File: config.mk
export PLATFORM = sky130hd
export DESIGN_NAME = reg_read_arbiter
export DESIGN_NICKNAME = d
export VERILOG_FILES = /design/src/rtl/reg_arb_pkg.sv /design/src/rtl/reg_read_arbiter_rr_picker.sv /design/src/rtl/reg_read_arbiter.sv
export SDC_FILE = /design/constraint.sdc
export NUM_CORES = 1
export LEC_CHECK = 0
export ABC_CLOCK_PERIOD_IN_PS = 5200
export BUFFER_PORTS_ARGS = -buffer_cell sky130_fd_sc_hd__buf_2
export CORE_MARGIN = 2
export CORE_UTILIZATION = 50
export CTS_BUF_LIST = sky130_fd_sc_hd__clkbuf_16
export CTS_CLUSTER_SIZE = 12
export DETAILED_ROUTE_END_ITERATION = 16
export PLACE_DENSITY = 0.84
export SYNTH_ARGS = -nofsm -noshare
export SYNTH_HDL_FRONTEND = slang
export SYNTH_HIERARCHICAL = 1
export SYNTH_SLANG_ARGS = --single-unit
File: constraint.sdc
create_clock -name clk -period 5.2 [get_ports clk]
set_clock_uncertainty 0.1 [all_clocks]
set_input_delay 0.26 -clock clk [delete_from_list [all_inputs] [get_ports clk]]
set_output_delay 0.26 -clock clk [all_outputs]
set_load 0.01 [all_outputs]
File: src/rtl/reg_arb_pkg.sv
// Shared types and default sizing for the register read arbiter.
// Zero-register handling in the top is selected by the REG_ZERO_EN macro.
package reg_arb_pkg;

  localparam int WORD_LENGTH_DEF = 32;
  localparam int SIZE_DEF        = 5;
  localparam int N_REQ_DEF       = 4;
  localparam int MAX_REQ         = 8;

  typedef enum logic [1:0] {
    IDLE = 2'd0,
    SEL  = 2'd1,
    RESP = 2'd2
  } state_t;

  // One-hot of an index, sized for the largest supported requester count.
  function automatic logic [MAX_REQ-1:0] onehot(input int unsigned idx);
    logic [MAX_REQ-1:0] v;
    v = '0;
    v[idx[2:0]] = 1'b1;
    return v;
  endfunction

endpackage

File: src/rtl/reg_read_arbiter_rr_picker.sv
// Combinational round-robin picker: first requesting index at or above ptr,
// wrapping around, plus a flag that any request is present.
module rr_picker #(
  parameter int N_REQ = 4,
  parameter int IDX_W = 2
) (
  input  logic [N_REQ-1:0] req,
  input  logic [IDX_W-1:0] ptr,
  output logic [IDX_W-1:0] winner,
  output logic             any_req
);

  int unsigned idx;

  // Walk offsets from farthest to nearest so the closest requester wins last.
  always_comb begin
    winner  = '0;
    idx     = 0;
    any_req = |req;
    for (int k = N_REQ - 1; k >= 0; k--) begin
      idx = int'(ptr) + k;
      if (idx >= N_REQ) idx = idx - N_REQ;
      if (req[idx[IDX_W-1:0]]) winner = idx[IDX_W-1:0];
    end
  end

endmodule

File: src/rtl/reg_read_arbiter.sv
// Round-robin arbiter sharing one register-file read mux among N_REQ readers.
// Define REG_ZERO_EN to force reads of address 0 to return all-zeros.
module reg_read_arbiter
  import reg_arb_pkg::*;
#(
  parameter int WORD_LENGTH = WORD_LENGTH_DEF,
  parameter int SIZE        = SIZE_DEF,
  parameter int N_REQ       = N_REQ_DEF
) (
  input  logic                  clk,
  input  logic                  reset,
  input  logic [N_REQ-1:0]      req,
  input  logic [N_REQ*SIZE-1:0] addr_flat,
  output logic [SIZE-1:0]       sel_out,
  input  logic [WORD_LENGTH-1:0] mux_data,
  output logic [N_REQ-1:0]      grant,
  output logic [WORD_LENGTH-1:0] rd_data,
  output logic [N_REQ-1:0]      rd_valid,
  output logic                  busy
);

  localparam int IDX_W = $clog2(N_REQ);

  state_t                 state_q;
  logic [IDX_W-1:0]       ptr_q, win_q, ptr_d, pick_idx;
  logic                   pick_any;
  logic [SIZE-1:0]        addr_q, pick_addr;
  logic [N_REQ-1:0]       grant_q, rd_valid_q, pick_oh, win_oh;
  logic [WORD_LENGTH-1:0] rd_data_q, capture_d;

  rr_picker #(
    .N_REQ (N_REQ),
    .IDX_W (IDX_W)
  ) u_picker (
    .req     (req),
    .ptr     (ptr_q),
    .winner  (pick_idx),
    .any_req (pick_any)
  );

  always_comb begin
    pick_addr = addr_flat[int'(pick_idx)*SIZE +: SIZE];
    pick_oh   = N_REQ'(onehot(32'(pick_idx)));
    win_oh    = N_REQ'(onehot(32'(win_q)));
    ptr_d     = (pick_idx == IDX_W'(N_REQ - 1)) ? '0 : pick_idx + 1'b1;
`ifdef REG_ZERO_EN
    capture_d = (addr_q == '0) ? '0 : mux_data;
`else
    capture_d = mux_data;
`endif
  end

  // Winner and address are latched at arbitration so later input changes
  // cannot disturb the transaction already in flight.
  always_ff @(posedge clk or negedge reset) begin
    if (!reset) begin
      state_q    <= IDLE;
      ptr_q      <= '0;
      win_q      <= '0;
      addr_q     <= '0;
      grant_q    <= '0;
      rd_valid_q <= '0;
      rd_data_q  <= '0;
    end else begin
      unique case (state_q)
        IDLE: begin
          if (pick_any) begin
            state_q <= SEL;
            win_q   <= pick_idx;
            addr_q  <= pick_addr;
            ptr_q   <= ptr_d;
            grant_q <= pick_oh;
          end
        end
        SEL: begin
          state_q    <= RESP;
          rd_data_q  <= capture_d;
          rd_valid_q <= win_oh;
        end
        RESP: begin
          state_q    <= IDLE;
          addr_q     <= '0;
          grant_q    <= '0;
          rd_valid_q <= '0;
        end
        default: state_q <= IDLE;
      endcase
    end
  end

  assign sel_out  = addr_q;
  assign grant    = grant_q;
  assign rd_valid = rd_valid_q;
  assign rd_data  = rd_data_q;
  assign busy     = (state_q != IDLE);

endmodule

==> run summary <==
GP Congestion: 0.805
port bufs: 103
H-tree depth: 2
gr ovfl total: 0
Post-CTS Setup Bufs: 0
clk_lat worst skew: 290 ps
Syn Nets: 244
hold buffer count at cts: 0
cell row count: 24
WP buf/inv: 1
R2R Setup Slk: 2640 ps
setup_tns: 0 ps
Leak: 1.49 nW
fraction of layout cells with a size suffix above 1: 0.530
1st-pass router iterations: 4
final setup fails: 0
Critical Path Source: ptr_q[1]
via count: 1712
first-pass GRT wire length: 7420 µm
Top Ports: 104
largest net degree at the start of global routing: 52
RSZ-0062 raised after global routing: no
Cell Chain, Critical Path: mux2i_1 -> a211oi_2 -> inv_1 -> ha_1 -> mux2_2
CTS resizes: 0
HP Class: primary input to asynchronous set/reset pin
Root Driver: clkbuf_16
slowest CP cell: a211oi_2
Hold Vio Cnt, Final: 0
Critical Path Start Type: flop
DRC viols: 0
Post-DRT Antenna Nets: 0
clk sinks: 51
sequential share of the synthesized area: 0.557
# fillers: 359
total core area: 4380 µm²
CTS tree: yes
post-DP HPWL: 3430 µm
period utilization: 0.492
total CTS buffers: 5
total global-route track usage: 0.183
die width: 71.7 µm
Mapped Cells: 176
Starting DRT DRC Count: 68
Critical Path RT: 5270 ps
Slew headroom: 0.264
largest cells by area after synthesis: dfrtp_1, mux2_2, ha_1
Setup WS pre-CTS: 2610 ps
post-synth top area share: 0.557
status: completed
maximum vdd ir drop: 0.000287 V
critical path's largest stage delay: 930 ps
Tmin final: 2560 ps
leading area contributor after synthesis: dfrtp_1
met2 wire len: 2240 µm
initial antenna violation count: 0
worst slew pin tran: 1100 ps
diodes inserted: 0
Clock Tree Buf Depth: 2
final WL: 4590 µm
fin nets: 348
Setup WS post-layout: 2640 ps
Top Metal Used: met4
per-cell routed wire length: 13.8 µm
Critical Path Fanout Max: 14
critical path capture point type: flop
FF-to-FF Start: ptr_q[1]
met3 wire length: 385 µm
post-synthesis cell area: 2290 µm²
CP arrival: 2630 ps
number of global-route vias before repair: 1667
Die H: 71.7 µm
Die ar.: 5140 µm²
FF+latch count, synth: 51
Area Growth Syn to Fin: 30.0%
Reg clk slew, reported paths: 60 ps
Netlist cell types: 24
YS warnings: 6
maximum clock rate: 391 MHz
max-cap viol count: 0
Cell Pwr Density: 615 nW/µm²
max-slew violations: 0
crit-path leading delay family: compound AO/OA/AOI/OAI gates
critical path type: flop to flop
initial core utilization: 0.523
DR vias/cell: 5.14
Synth Area per Inst: 13.0 µm²
DRT met1 WL: 1900 µm
-- layout make-up --
cell class,instances,area (µm²),area share
flip-flops and latches,51,1280,0.428
multi-input cells,109,942,0.316
repair buffers,104,523,0.175
clock buffers,5,125,0.0420
well taps,52,65.1,0.0218
inverters,9,33.8,0.0113
clock inverters,3,15.0,0.00504
-- routing by layer --
metal / GRT usage / vias to the layer above
met5: 0 / -
met4: 0.0566 / 0
met3: 0.0549 / 6
met2: 0.309 / 69
met1: 0.226 / 801
li1: - / 836
-- power breakdown --
part / switching [mW] / leakage (nW) / internal (mW) / total, mW
clock network: 0.132 / 0.0649 / 0.175 / 0.307
logic: 0.423 / 0.806 / 0.417 / 0.839
registers: 0.0985 / 0.616 / 0.590 / 0.688
total: 0.654 / 1.49 / 1.18 / 1.83
-- final timing paths --
path,to,cells past startpoint
max,ptr_q[1],5
min,grant[3],1
max reg2reg,ptr_q[1],5
min reg2reg,grant[0],2
max in group asynchronous,rd_data[30],1
min in group clk,rd_data[16],2
-- cell families after synthesis --
group	Yosys count	share of synthesized area
simple gates	33	0.0715
mux	45	0.217
flops	51	0.557
compound gates	21	0.0677
fa+ha+maj	10	0.0546
buf+inv	16	0.0322
-- per-stage QoR --
step	util	total power, mW	hold slack, ps	area [µm²]	std cells
floorplan	-	1.26	-136	2290	176
global placement	0.648	1.51	359	2840	325
detailed placement	0.648	1.55	371	2840	325
CTS	0.680	1.86	96.0	2980	333
global route	0.680	1.97	99.8	2980	333
finish	0.680	1.83	87.7	2980	333
-- flip-flops by register name, summed over array words and instances, names as in the netlist --
register  cells
rd_data      32
sel_out       5
grant         4
rd_valid      4
ptr_q         2
state_q       2
win_q         2
-- layout by cell type (no fill, tap or decap), types with 7 or more instances in the layout --
| master | n |
|---|---|
| o21ai_0 | 8 |
| nand2_1 | 13 |
| inv_1 | 9 |
| mux2i_1 | 7 |
| nand2b_1 | 9 |
| dfrtp_1 | 51 |
| ha_1 | 10 |
| buf_2 | 103 |
| mux2_2 | 36 |
-- synthesized netlist by cell type, drive strengths merged --
library cell	n
a211oi	2
nor3	1
mux2i	7
dfrtp	51
nand2	13
o22ai	2
ha	10
nor3b	1
clkbuf	1
nor2	4
a21oi	1
inv	9
o32ai	2
buf	6
a221o	5
mux2	38
nor4	5
nand2b	9
o31ai	1
o21ai	8
No activity file was read; power rests on OpenSTA's default activity.
